===== src/rtl/btn_conditioner.sv =====
// btn_conditioner: synchronises, debounces, edge-detects and auto-repeats push-buttons,
// and latches press/repeat events per video frame.
module btn_conditioner #(
  parameter int N_BTN            = 5,
  parameter int CLK_HZ           = 100000000,
  parameter int SAMPLE_HZ        = 1000,
  parameter int DEBOUNCE_SAMPLES = 8,
  parameter int REPEAT_DELAY     = 400,
  parameter int REPEAT_PERIOD    = 100
) (
  input  logic             clk,
  input  logic             reset,
  input  logic [N_BTN-1:0] btn_raw,
  input  logic             frame_strobe,
  output logic [N_BTN-1:0] btn_level,
  output logic [N_BTN-1:0] btn_press,
  output logic [N_BTN-1:0] btn_release,
  output logic [N_BTN-1:0] btn_repeat,
  output logic [N_BTN-1:0] btn_frame
);
  localparam int PRE  = CLK_HZ / SAMPLE_HZ;
  localparam int PW   = PRE > 1 ? $clog2(PRE) : 1;
  localparam int DW   = DEBOUNCE_SAMPLES > 1 ? $clog2(DEBOUNCE_SAMPLES) : 1;
  localparam int RMAX = REPEAT_DELAY > REPEAT_PERIOD ? REPEAT_DELAY : REPEAT_PERIOD;
  localparam int RW   = RMAX > 1 ? $clog2(RMAX) : 1;
  localparam logic [PW-1:0] PRE_MAX    = PW'(PRE - 1);
  localparam logic [DW-1:0] DB_MAX     = DW'(DEBOUNCE_SAMPLES - 1);
  localparam logic [RW-1:0] DELAY_MAX  = RW'(REPEAT_DELAY - 1);
  localparam logic [RW-1:0] PERIOD_MAX = RW'(REPEAT_PERIOD - 1);

  typedef enum logic [1:0] {RELEASED, HELD, REPEATING} rpt_state_e;

  logic [N_BTN-1:0] meta_q, sync_q;
  logic [PW-1:0]    pre_q, pre_d;
  logic             tick;

  always_ff @(posedge clk or posedge reset) begin
    if (reset) begin
      meta_q <= '0;
      sync_q <= '0;
      pre_q  <= '0;
    end else begin
      meta_q <= btn_raw;
      sync_q <= meta_q;
      pre_q  <= pre_d;
    end
  end

  always_comb begin
    tick  = pre_q == PRE_MAX;
    pre_d = tick ? '0 : pre_q + 1'b1;
  end

  for (genvar i = 0; i < N_BTN; i++) begin : g_ch
    logic [DW-1:0] db_q, db_d;
    logic [RW-1:0] rcnt_q, rcnt_d;
    rpt_state_e    st_q, st_d;
    logic          lvl_q, lvl_d, press_q, press_d, rel_q, rel_d, rpt_q, rpt_d;
    logic          acc_q, acc_d, frm_q, frm_d, flip, ev;

    always_comb begin
      flip    = tick && (sync_q[i] != lvl_q) && (db_q == DB_MAX);
      db_d    = tick ? ((sync_q[i] == lvl_q || db_q == DB_MAX) ? '0 : db_q + 1'b1) : db_q;
      lvl_d   = lvl_q ^ flip;
      press_d = flip && !lvl_q;
      rel_d   = flip && lvl_q;
      st_d    = st_q;
      rcnt_d  = rcnt_q;
      rpt_d   = 1'b0;
      // a level edge always wins over a repeat landing on the same tick
      if (press_d) begin
        st_d   = HELD;
        rcnt_d = '0;
      end else if (rel_d) begin
        st_d   = RELEASED;
        rcnt_d = '0;
      end else if (tick && st_q != RELEASED) begin
        if (rcnt_q == (st_q == HELD ? DELAY_MAX : PERIOD_MAX)) begin
          rpt_d  = 1'b1;
          rcnt_d = '0;
          st_d   = REPEATING;
        end else begin
          rcnt_d = rcnt_q + 1'b1;
        end
      end
      ev    = press_q | rpt_q;
      acc_d = frame_strobe ? 1'b0 : acc_q | ev;
      frm_d = frame_strobe ? acc_q | ev : frm_q;
    end

    always_ff @(posedge clk or posedge reset) begin
      if (reset) begin
        db_q    <= '0;
        rcnt_q  <= '0;
        st_q    <= RELEASED;
        lvl_q   <= 1'b0;
        press_q <= 1'b0;
        rel_q   <= 1'b0;
        rpt_q   <= 1'b0;
        acc_q   <= 1'b0;
        frm_q   <= 1'b0;
      end else begin
        db_q    <= db_d;
        rcnt_q  <= rcnt_d;
        st_q    <= st_d;
        lvl_q   <= lvl_d;
        press_q <= press_d;
        rel_q   <= rel_d;
        rpt_q   <= rpt_d;
        acc_q   <= acc_d;
        frm_q   <= frm_d;
      end
    end

    assign btn_level[i]   = lvl_q;
    assign btn_press[i]   = press_q;
    assign btn_release[i] = rel_q;
    assign btn_repeat[i]  = rpt_q;
    assign btn_frame[i]   = frm_q;
  end
endmodule

===== config.mk =====
export PLATFORM = sky130hd
export DESIGN_NAME = btn_conditioner
export DESIGN_NICKNAME = d
export VERILOG_FILES = /design/src/rtl/btn_conditioner.sv
export SDC_FILE = /design/constraint.sdc
export NUM_CORES = 1
export LEC_CHECK = 0
export ABC_AREA = 0
export BUFFER_PORTS_ARGS = -buffer_cell sky130_fd_sc_hd__clkbuf_2
export CAP_MARGIN = 30
export CORE_ASPECT_RATIO = 0.8
export CORE_MARGIN = 2
export CORE_UTILIZATION = 35
export DETAILED_ROUTE_END_ITERATION = 16
export GPL_ROUTABILITY_DRIVEN = 0
export GPL_TIMING_DRIVEN = 0
export HOLD_SLACK_MARGIN = 0.12
export MAX_ROUTING_LAYER = met4
export PLACE_DENSITY_LB_ADDON = 0.1
export SETUP_SLACK_MARGIN = 0.5
export SYNTH_ARGS = -nofsm -noshare
export SYNTH_HDL_FRONTEND = slang
export SYNTH_SLANG_ARGS = --single-unit

===== constraint.sdc =====
create_clock -name clk -period 8.49 [get_ports clk]
set_clock_uncertainty 0.15 [all_clocks]
set_input_delay 0.4245 -clock clk [delete_from_list [all_inputs] [get_ports clk]]
set_output_delay 0.4245 -clock clk [all_outputs]
set_load 0.02 [all_outputs]

# Word-level counts from Yosys, hierarchy flattened
# Cells that the tools add are included.
# W data, S select, Z words.
[totals]
rom_bits = 0
mem_count = 0
ff_bits = 127
mem_bits_rw = 0
out_inout_bits = 25
latch_bits = 0
[classes]
n_reduce_logical = 55
shifts = 0
n_eq_ne = 26
div = 0
magnitude_cmp = 0
mul = 0
muxes = 76
addsub = 11
bitwise = 15
[ops]
columns = ["operator", "count"]
rows = [
  ["$mux W9", 25],
  ["$add A9 B1 Y9 const B", 5],
  ["$eq A9 B9 Y1", 5],
  ["$mux W2", 20],
  ["$reduce_bool A3 Y1", 10],
  ["$logic_and A1 B1 Y1", 25],
  ["$mux W1", 25],
  ["$add A17 B1 Y17 const B", 1],
  ["$eq A17 B17 Y1 const B", 1],
  ["$mux W17", 1],
  ["$add A3 B1 Y3 const B", 5],
  ["$eq A3 B3 Y1 const B", 5],
  ["$mux W3", 5],
  ["$eq A2 B1 Y1 const B", 5],
  ["$or A1 B1 Y1", 10],
  ["$reduce_and A2 Y1", 5],
  ["$reduce_bool A2 Y1", 5],
  ["$eq A1 B1 Y1", 5],
  ["$logic_not A1 Y1", 5],
  ["$logic_or A1 B1 Y1", 5],
  ["$ne A1 B1 Y1", 5],
  ["$xor A1 B1 Y1", 5],
]

# Longest topological paths before layout
# Gate-level depths: netlist of the first run.
[depth]
depth_word = 7
depth_mapped = 13
depth_no_buf = 10

# Worst setup path before layout of the first run
# No wires, ideal clock.
[synth_path]
path_type = "register to register"
startpoint = "register pre_q[13]"
endpoint = "register g_ch[0].rcnt_q[3]"
setup_ps = 133
setup_slack_ps = 5663
path_buffers = 3
period_less_slack_ps = 2827
stages_incl_launch_ff = 12
t_arrival_ps = 2545
path_cell_list = "dfrtp_1 -> or4b_4 -> nor4_4 -> buf_4 -> buf_2 -> buf_2 -> and3b_1 -> ha_1 -> nor2_1 -> and3_1 -> a32oi_1 -> o41ai_2"
[synth_via]
elab_chain_len = 6
[synth_rtl]
columns = ["item", "line_no", "text"]
rows = [
  ["start: declaration", "34", "logic [PW-1:0] pre_q, pre_d;"],
  ["start signal: assignment", "45", "pre_q <= pre_d;"],
  ["$eq A17 B17 Y1 *", "50", "tick = pre_q == PRE_MAX;"],
  ["$logic_and A1 B1 Y1 * (2 in series)", "62", "flip = tick && (sync_q[i] != lvl_q) && (db_q == DB_MAX);"],
  ["$logic_and A1 B1 Y1 *", "66", "rel_d = flip && lvl_q;"],
  ["named net g_ch[0].rel_d", "58", "logic lvl_q, lvl_d, press_q, press_d, rel_q, rel_d, rpt_q, rpt_d;"],
  ["$mux W9", "74", "end else if (rel_d) begin"],
  ["$mux W9", "71", "if (press_d) begin"],
  ["end signal: assignment", "104", "rcnt_q <= rcnt_d;"],
  ["end: declaration", "56", "logic [RW-1:0] rcnt_q, rcnt_d;"],
]
# Mark *: on every way through the listed nets, which the timed path passes. The rest lies on a longest branch.
# A chain may end at the register's enable or synchronous reset.

# Worst setup path after layout of the first run
[layout_path]
startpoint = "register pre_q[5]"
endpoint = "register g_ch[0].rcnt_q[6]"
# Same word-level chain as after synthesis.

==> results of run 1 <==
-- Yosys cell counts (7+ instances only) --
master    count
dfrtp_1     127
nand3_1      60
nand2_1      53
nor2_1       42
buf_4        26
ha_1         26
inv_1        26
a21oi_1      23
and3_1       22
o21ai_0      21
nor3_1       15
nand4_1      12
xnor2_1      12
o31ai_1      11
a31oi_1      10
clkbuf_1     10
or2_2        10
nor2b_1       9
nand2b_1      7
nand4b_1      7
xor2_1        7
-- cells in the final DEF (no fill, tap or decap), types with 17 or more instances in the layout --
cell	n
clkbuf_2	32
nand2_1	53
nand3_1	60
a21oi_1	23
and3_1	22
ha_1	26
inv_1	25
clkbuf_16	17
dfrtp_1	127
nor2_1	42
buf_4	26
o21ai_0	21
-- through the flow --
| step | std cells | hold WS, ns | total power [mW] | area, sq um |
|---|---|---|---|---|
| 4_1_cts | 925 | 0.194 | 1.29 | 7360 |
| 3_3_place_gp | 891 | 0.190 | 0.649 | 6770 |
| 3_5_place_dp | 892 | 0.186 | 0.651 | 6800 |
| 2_1_floorplan | 634 | 0.181 | 0.640 | 6330 |
| 5_1_grt | 925 | 0.207 | 1.32 | 7360 |
| 6_report | 925 | 0.191 | 1.27 | 7360 |
-- power breakdown --
group | internal [mW] | leakage [nW] | total (mW) | switching (mW)
Sequential | 0.610 | 1.73 | 0.612 | 0.00193
Clock | 0.386 | 0.245 | 0.631 | 0.245
Combinational | 0.00945 | 1.56 | 0.0294 | 0.0199
-- what timing repair did --
item,4_1_cts,5_1_grt
hold endpoints to repair,44,0
hold buffers,6,0
buffers inserted,0,0
-- routing by layer --
layer | up-vias | share of wire [%] | GRT usage (%)
met2 | 64 | 45 | 22.9
met4 | 0 | 1.5 | 5.77
met3 | 14 | 2.9 | 3.17
met5 | - | 0 | -
li1 | 2372 | - | -
met1 | 2356 | 50 | 21.3
-- worst max path at each step --
stage	from	slack (ns)	end	depth (start not counted)
2_1_floorplan	reset	4.53	g_ch[0].acc_q	1
3_3_place_gp	reset	2.93	pre_q[7]	2
3_5_place_dp	pre_q[5]	4.89	g_ch[0].rcnt_q[6]	11
4_1_cts	pre_q[5]	4.87	g_ch[0].rcnt_q[6]	11
5_1_grt	pre_q[5]	4.68	g_ch[0].rcnt_q[6]	11
6_report	pre_q[5]	4.96	g_ch[0].rcnt_q[6]	11
-- flip-flops by register name, summed over array words and instances, names as in the netlist --
signal and flops:
g_ch.db_q 15, sync_q 5, pre_q 17, meta_q 5, g_ch.lvl_q 5, g_ch.rcnt_q 45, g_ch.rel_q 5, g_ch.press_q 5
g_ch.rpt_q 5, g_ch.frm_q 5, g_ch.acc_q 5, g_ch.st_q 10
-- critical path: cells and delay by family, from the launching register on --
| family | cells | cell delay (ns) |
|---|---|---|
| buf+inv | 5 | 1.42 |
| simple gates | 4 | 1.07 |
| flops | 1 | 0.35 |
| fa+ha+maj | 1 | 0.25 |
| compound gates | 1 | 0.14 |
-- final cells by class --
type | instances | area [sq um] | share of cell area [%]
clock inverter | 2 | 10.0 | 0.136
inverter | 26 | 103 | 1.39
sequential | 127 | 3180 | 43.2
clock buffer | 25 | 485 | 6.60
multi-input combinational | 435 | 2770 | 37.6
timing repair buffer | 39 | 248 | 3.37
buffer | 46 | 285 | 3.88
tap | 225 | 282 | 3.83
-- logic make-up (layout without fill, tap and decap cells) --
| family | Yosys count | after routing | synth area share, % |
|---|---|---|---|
| and+or+nand+nor | 281 | 281 | 24.3 |
| DFF | 127 | 127 | 50.2 |
| AOI/OAI and AO/OA | 108 | 108 | 11.5 |
| buffers and inverters | 72 | 138 | 6.05 |
| adders and majority gates | 26 | 26 | 5.14 |
| xor gates and xnor gates | 19 | 19 | 2.63 |
| muxes | 1 | 1 | 0.158 |
==> out/metrics.yaml, run 1 <==
run_status: "finished clean"
start_kind: "flop"
insertion_delay_ns: 0.41
vias_per_cell: 5.20
synth_area_per_cell_sq_um: 9.98
ctsResizeCount: 0
drv_slew: 0
cts_buffers: 17
synthToLayoutAreaGrowth_pct: 16.3
routed_wl_mm: 13.7
yosys.area.top_type: "dfrtp_1"
synth_area_leaders: "dfrtp_1, ha_1, nand3_1"
final-hold-violation-count: 0
min_from: "meta_q[1]"
antenna_found_initial: 0
n_antenna_cell: 0
fin_crit_ns: 3.53
arrival_ns: 3.66
ant_nets: 0
worst_slack_ns: 4.96
powerDensity_nw_per_um2: 173
critPathSlowestCell: "nor4_4"
io_buffers: 32
dieArea_sq_um: 19200
crit_type: "reg2reg"
cts_buffer_depth: 2
synthArstFlopShare_pct: 100
rr_worst_depth: 11
clock-root-buffer: "clkbuf_16"
nNetsFinal: 726
dp_worst_setup_slack_ns: 4.89
r2r_end: "g_ch[0].rcnt_q[6]"
tns_ns: 0
nFillCells: 1701
die_w_um: 154
num_io_pins: 33
cp_common_cell: "buf_2"
drt-initial-drc-count: 200
syn_nets: 668
synth-seq-cells: 127
num_rows: 43
synth_area_sq_um: 6330
place.detailed.hpwl_mm: 9.28
firstDrtPassIters: 5
grt_pass1_wl_mm: 23.4
cap_violations: 0
die_h_um: 124
clkTransAtPathRegs_ns: 0.05
ys_warn_count: 0
core_area_sq_um: 17500
grt_max_degree: 89
finalCritPeriodShare_pct: 41.6
post-route-util_pct: 42.0
track_usage_pct: 15.5
synth_flop_cell: "dfrtp_1"
rsz0062_at_grt: "no"
path_cells: "clkbuf_1, nand4bb_1, nor4_4, buf_4, buf_2, buf_2, and3b_1, ha_1, or2_2, buf_1, o41ai_1"
r2r-start: "pre_q[5]"
synth.distinct_cells: 58
drcViolationCount: 0
cp-end-kind: "flop"
whs_endpoint: "sync_q[1]"
p_leak_nw: 3.54
tightest_slew_ns: 0.627
relSlewSlack_pct: 57.9
grt_overflow: 0
initial_core_util_pct: 36.1
slowest_delay_ns: 0.40
ir_drop_mv: 0.0991
htree_levels: 4
min_path_cells: 0
cts_tree: "built"
grt_pass1_vias: 4647
synth_edf_count: 0
drive_gt1_share_pct: 15.4
cts.sinks: 127
yosysSeqAreaShare_pct: 50.2
num_vias: 4806
worstHoldPathType: "reg2reg"
setup_viol: 0
r2r_slack_ns: 4.96
fmax_mhz: 283
synth_top_area_share_pct: 50.2
wire_per_inst_um: 14.8
path_max_fanout: 10
synthCells: 634
required_ns: 8.61
No activity file was read; power rests on OpenSTA's default activity.
==> run 2, diff against run 1 <==
==> constraint.sdc (replaced) <==
create_clock -name clk -period 3.15 [get_ports clk]
set_clock_uncertainty 0.15 [all_clocks]
set_input_delay 0.1575 -clock clk [delete_from_list [all_inputs] [get_ports clk]]
set_output_delay 0.1575 -clock clk [all_outputs]
set_load 0.02 [all_outputs]
==> out/metrics.yaml, run 2 (same netlist as run 1, synthesis figures left out) <==
tightest_slew_ns: 0.663  # +0.0353 ns
ir_drop_mv: 0.327  # +230%
vias_per_cell: 5.14  # -1.0%
fmax_mhz: 365  # +29%
rr_worst_depth: 11  # unchanged
reg_top3: "g_ch.rcnt_q (45), pre_q (17), g_ch.db_q (15)"
required_ns: 3.29  # -5.32 ns
p_leak_nw: 3.83  # +8.3%
synthToLayoutAreaGrowth_pct: 28.4
drcViolationCount: 0  # unchanged
worstHoldPathType: "reg2reg"
fin_crit_ns: 2.74  # -0.791 ns
largest_register_ffs: 45  # unchanged
antenna_found_initial: 0  # unchanged
rsz0062_at_grt: "yes"
run_status: "finished clean"
htree_levels: 4  # unchanged
clock-root-buffer: "clkbuf_16"
start_kind: "flop"
cts.sinks: 127  # unchanged
drive_gt1_share_pct: 26.6  # +11 points
insertion_delay_ns: 0.42  # about the same
setup_viol: 0  # unchanged
track_usage_pct: 16.2  # +0.63 points
cts_buffer_depth: 2  # unchanged
num_io_pins: 33  # unchanged
cp-end-kind: "flop"
grt_overflow: 0  # unchanged
n_antenna_cell: 0  # unchanged
initial_core_util_pct: 36.1  # unchanged
num_rows: 43  # unchanged
clkTransAtPathRegs_ns: 0.06  # about the same
io_buffers: 32  # unchanged
largest_register: "g_ch.rcnt_q"
final-hold-violation-count: 0  # unchanged
ant_nets: 0  # unchanged
powerDensity_nw_per_um2: 443  # +160%
grt_pass1_wl_mm: 24.3  # +3.8%
num_vias: 4967  # +3.3%
min_path_cells: 0  # unchanged
drv_slew: 0  # unchanged
core_area_sq_um: 17500  # unchanged
relSlewSlack_pct: 55.5  # -2.4 points
arrival_ns: 2.89  # -0.77 ns
cap_violations: 0  # unchanged
cts_buffers: 17  # unchanged
die_w_um: 154  # unchanged
path_max_fanout: 7  # -3
wire_per_inst_um: 15.2  # +2.6%
whs_ns: 0.196  # +0.00534 ns
grt_pass1_vias: 4890  # +5.2%
finalCritPeriodShare_pct: 87.1  # +45 points
crit_type: "reg2reg"
power_mw: 3.60  # +180%
final_common_cell: "dfrtp_1"
routed_wl_mm: 14.7  # +7.1%
grt_max_degree: 42  # -53%
drt-initial-drc-count: 281  # +41%
cts_tree: "built"
firstDrtPassIters: 4  # -1
final_cell_mix: "dfrtp_1, nand3_1, buf_4"
die_h_um: 124  # unchanged
nNetsFinal: 764  # +5.2%
place.detailed.hpwl_mm: 9.42  # +1.5%
dieArea_sq_um: 19200  # unchanged
-- run 2: metrics by stage --
step | area [sq um] | util [%] | TNS (ns) | std cells | worst slack [ns]
final | 8130 | 46.3 | 0 | 966 | 0.407
after global routing | 8130 | 46.3 | 0 | 966 | 0.309
after CTS | 7880 | 44.9 | 0 | 954 | 0.398
after detailed placement | 6950 | 39.6 | -0.701 | 894 | -0.138
after global placement | 6890 | 39.3 | -0.526 | 891 | -0.0963
after floorplan | 6450 | - | 0 | 634 | 0.395
-- run 2: timing repair --
action,in CTS,in global routing
pin swaps,18,12
gates cloned,0,1
buffers inserted,22,11
hold endpoints to repair,96,0
endpoints found under the setup margin,64,34
hold buffers,8,0
resized for setup,27,30
-- run 2: final cells by class --
type	instances	area (sq um)
Fill cell	1670	9410
Sequential cell	127	3180
Multi-Input combinational cell	435	3070
Timing Repair Buffer	77	581
Clock buffer	23	498
Buffer	46	353
Tap cell	225	282
Inverter	26	101
Clock inverter	7	60.1
-- run 2: worst max-delay path, cell delays in order, from the launching register on --
cell	delay, ns
dfrtp_1	0.39
or4b_4	0.57
nor4_4	0.20
buf_6	0.16
buf_12	0.11
buf_8	0.11
and3b_2	0.24
ha_4	0.17
nor2_4	0.06
and3_4	0.16
a32oi_2	0.18
o41ai_2	0.11
-- run 2: per-layer routing --
layer	up-vias	track usage (%)	routed length [um]
met5	-	-	0
met4	0	4.58	164
met3	11	3.93	476
met2	58	23.8	6700
met1	2447	22.3	7360
li1	2451	-	-
-- run 2: path summary, 6_finish.rpt --
path                            from                 to  slack, ns
setup / recovery           pre_q[12]  g_ch[0].rcnt_q[3]       0.41
hold / removal             meta_q[4]          sync_q[4]       0.20
setup reg to reg           pre_q[12]  g_ch[0].rcnt_q[3]       0.41
hold reg to reg            meta_q[4]          sync_q[4]       0.20
max in group asynchronous      reset          meta_q[4]       1.39
min in group asynchronous      reset  g_ch[0].rcnt_q[1]       0.69
-- run 2: power breakdown --
group	internal, mW	leakage [nW]	switching, mW
Combinational	0.0310	1.82	0.0546
Clock	1.17	0.284	0.693
Sequential	1.64	1.73	0.00515
Total	2.85	3.83	0.752
==> run 3, diff against run 2 <==
--- a/config.mk
+++ b/config.mk
@@ -5,12 +5,12 @@
 export SDC_FILE = /design/constraint.sdc
 export NUM_CORES = 1
 export LEC_CHECK = 0
-export ABC_AREA = 0
+export ABC_AREA = 1
 export BUFFER_PORTS_ARGS = -buffer_cell sky130_fd_sc_hd__clkbuf_2
 export CAP_MARGIN = 30
 export CORE_ASPECT_RATIO = 0.8
 export CORE_MARGIN = 2
-export CORE_UTILIZATION = 35
+export CORE_UTILIZATION = 55
 export DETAILED_ROUTE_END_ITERATION = 16
 export GPL_ROUTABILITY_DRIVEN = 0
 export GPL_TIMING_DRIVEN = 0
==> out/metrics.yaml, run 3 <==
worstHoldPathType: "reg2reg"
path_max_fanout: 10  # +3
ant_nets: 0  # unchanged
min_path_cells: 0  # unchanged
fin_crit_ns: 2.51  # -0.237 ns
synth_flop_cell: "dfrtp_1"
synth_common_cells: "nand2_1, dfrtp_1, inv_1, nor2_1, nand3_1"
synth_area_sq_um: 6470  # +2.3%
grt_pass1_wl_mm: 22.2  # -8.6%
vias_per_cell: 5.04  # -1.9%
synth_area_leaders: "dfrtp_1, nand2_1, inv_1"
setup_viol: 0  # unchanged
r2r_end: "g_ch[4].rcnt_q[6]"
cap_violations: 0  # unchanged
synth-seq-cells: 127  # unchanged
clkTransAtPathRegs_ns: 0.06  # about the same
synthCells: 782  # +23%
synthArstFlopShare_pct: 100  # unchanged
synth_edf_count: 0  # unchanged
arrival_ns: 2.65  # -0.24 ns
antenna_found_initial: 0  # unchanged
min_from: "meta_q[2]"
routed_wl_mm: 12.9  # -12%
wire_per_inst_um: 12.7  # -17%
crit_type: "reg2reg"
yosysSeqAreaShare_pct: 49.1  # -1.1 points
finalCritPeriodShare_pct: 79.6  # -7.5 points
p_leak_nw: 4.24  # +11%
clock-root-buffer: "clkbuf_16"
grt_overflow: 0  # unchanged
core_area_sq_um: 11500  # -34%
whs_endpoint: "sync_q[2]"
worst_slack_ns: 0.643  # +0.237 ns
synth.most_common_cell: "nand2_1"
track_usage_pct: 22.5  # +6.3 points
cp-end-kind: "flop"
powerDensity_nw_per_um2: 487  # +10%
num_vias: 5128  # +3.2%
n_antenna_cell: 0  # unchanged
drcViolationCount: 0  # unchanged
initial_core_util_pct: 56.2  # +20 points
htree_levels: 4  # unchanged
synth_top_area_share_pct: 49.1  # -1.1 points
firstDrtPassIters: 4  # unchanged
synthToLayoutAreaGrowth_pct: 20.4
final-hold-violation-count: 0  # unchanged
synth_xor_area_share_pct: 2.57  # -0.059 points
drv_slew: 0  # unchanged
largest_register: "g_ch.rcnt_q"
num_rows: 35  # -19%
num_io_pins: 33  # unchanged
nNetsFinal: 890  # +16%
die_h_um: 101  # -19%
yosys.area.top_type: "dfrtp_1"
power_mw: 3.80  # +5.5%
drt-initial-drc-count: 354  # +26%
synth_area_per_cell_sq_um: 8.28  # -17%
largest_register_ffs: 45  # unchanged
synthSimpleGateAreaFrac_pct: 26.2  # +1.9 points
rsz0062_at_grt: "yes"
cts_buffer_depth: 2  # unchanged
tns_ns: 0  # unchanged
place.detailed.hpwl_mm: 8.84  # -6.1%
cts.sinks: 127  # unchanged
cts_tree: "built"
grt_max_degree: 35  # -17%
reg_top3: "g_ch.rcnt_q (45), pre_q (17), g_ch.db_q (15)"
muxShareOfSynthArea_pct: 0  # -0.16 points
tightest_slew_ns: 0.756  # +0.0934 ns
die_w_um: 125  # -19%
final_cell_mix: "nand2_1, dfrtp_1, inv_1"
required_ns: 3.30  # about the same
r2r_slack_ns: 0.64  # +0.24 ns
start_kind: "flop"
relSlewSlack_pct: 49.5  # -6.0 points
ir_drop_mv: 0.382  # +17%
r2r-start: "pre_q[0]"
insertion_delay_ns: 0.42  # about the same
cts_buffers: 17  # unchanged
dieArea_sq_um: 12700  # -34%
synth_compound_area_share_pct: 6.57  # -4.9 points
ys_warn_count: 0  # unchanged
final_common_cell: "nand2_1"
grt_pass1_vias: 4942  # +1.1%
synth.distinct_cells: 33  # -43%
dp_worst_setup_slack_ns: -0.0765  # +0.0616 ns
io_buffers: 32  # unchanged
synth_top_family_by_area: "simple AND/OR/NAND/NOR gates"
run_status: "finished clean"
drive_gt1_share_pct: 17.8  # -8.7 points
synthAdderAreaFrac_pct: 5.03  # -0.12 points
rr_worst_depth: 15  # +4
nFillCells: 915  # -45%
syn_nets: 816  # +22%
fmax_mhz: 399  # +9.5%
## run 3: changes by cell type after synthesis, sizes merged, moves of 11 or more
cell	before	now
inv	26	119
nor2	42	120
nand2	54	175
nand3	61	45
nand4	12	24
and3	22	0
o31ai	11	0
## run 3: kinds of logic after synthesis
logic type | Yosys count
and+or+nand+nor | 385
buffers and inverters | 151
DFF | 127
AOI/OAI and AO/OA | 74
adders and majority gates | 26
xor gates and xnor gates | 19
## run 3: worst max-delay path, stage by stage, from the launching register on
cell	delay [ns]
dfrtp_1	0.35
ha_2	0.18
nand2_1	0.09
inv_2	0.09
nand2_2	0.07
nor2_4	0.12
nand2_4	0.10
buf_8	0.17
nor3b_4	0.32
ha_4	0.21
nor2_4	0.06
nand2_1	0.11
buf_6	0.15
inv_1	0.08
nand2_1	0.08
nand2_1	0.06
## run 3: repair_timing
item	CTS	global route
hold endpoints to repair	43	0
setup buffers	2	11
hold buffers	7	0
pin swaps	2	8
resized for setup	18	15
endpoints found under the setup margin	60	58
## run 3: cell type report
type / count / area (sq um) / area share [%]
Inverter: 120 / 459 / 5.89
Sequential cell: 127 / 3180 / 40.8
Buffer: 31 / 245 / 3.15
Timing Repair Buffer: 55 / 388 / 4.98
Clock buffer: 18 / 429 / 5.51
Tap cell: 148 / 185 / 2.38
Multi-Input combinational cell: 504 / 2720 / 34.9
Clock inverter: 14 / 193 / 2.47
## run 3: how the worst max path moves through the flow
stage / from / depth (start not counted) / to
after floorplan: pre_q[0] / 16 / g_ch[4].rcnt_q[5]
after global placement: pre_q[0] / 14 / g_ch[4].rcnt_q[4]
after detailed placement: pre_q[0] / 14 / g_ch[4].rcnt_q[4]
after CTS: pre_q[0] / 16 / g_ch[2].rcnt_q[7]
after global routing: pre_q[0] / 16 / g_ch[4].rcnt_q[5]
final: pre_q[0] / 15 / g_ch[4].rcnt_q[6]
## run 3: power by group
part / leakage [nW] / switching, mW / internal, mW
clock: 0.284 / 0.744 / 1.32
combinational: 2.22 / 0.0534 / 0.0296
sequential: 1.73 / 0.00460 / 1.64
total: 4.24 / 0.802 / 2.99
## run 3: metrics by stage
stage / cell area [sq um] / utilization, % / hold WS [ns] / cells
after detailed placement: 6880 / 59.8 / 0.117 / 965
final: 7790 / 67.7 / 0.197 / 1017
after global routing: 7790 / 67.7 / 0.205 / 1017
after global placement: 6820 / 59.2 / 0.116 / 962
after CTS: 7650 / 66.4 / 0.198 / 1006
after floorplan: 6480 / - / 0.0389 / 782
## run 3: layer usage
layer | global-route usage [%] | wire, um | up-vias
met2 | 36.1 | 6130 | 94
li1 | - | - | 2603
met1 | 28.2 | 6060 | 2411
met3 | 5.36 | 487 | 20
met5 | - | 0 | -
met4 | 8.29 | 215 | 0
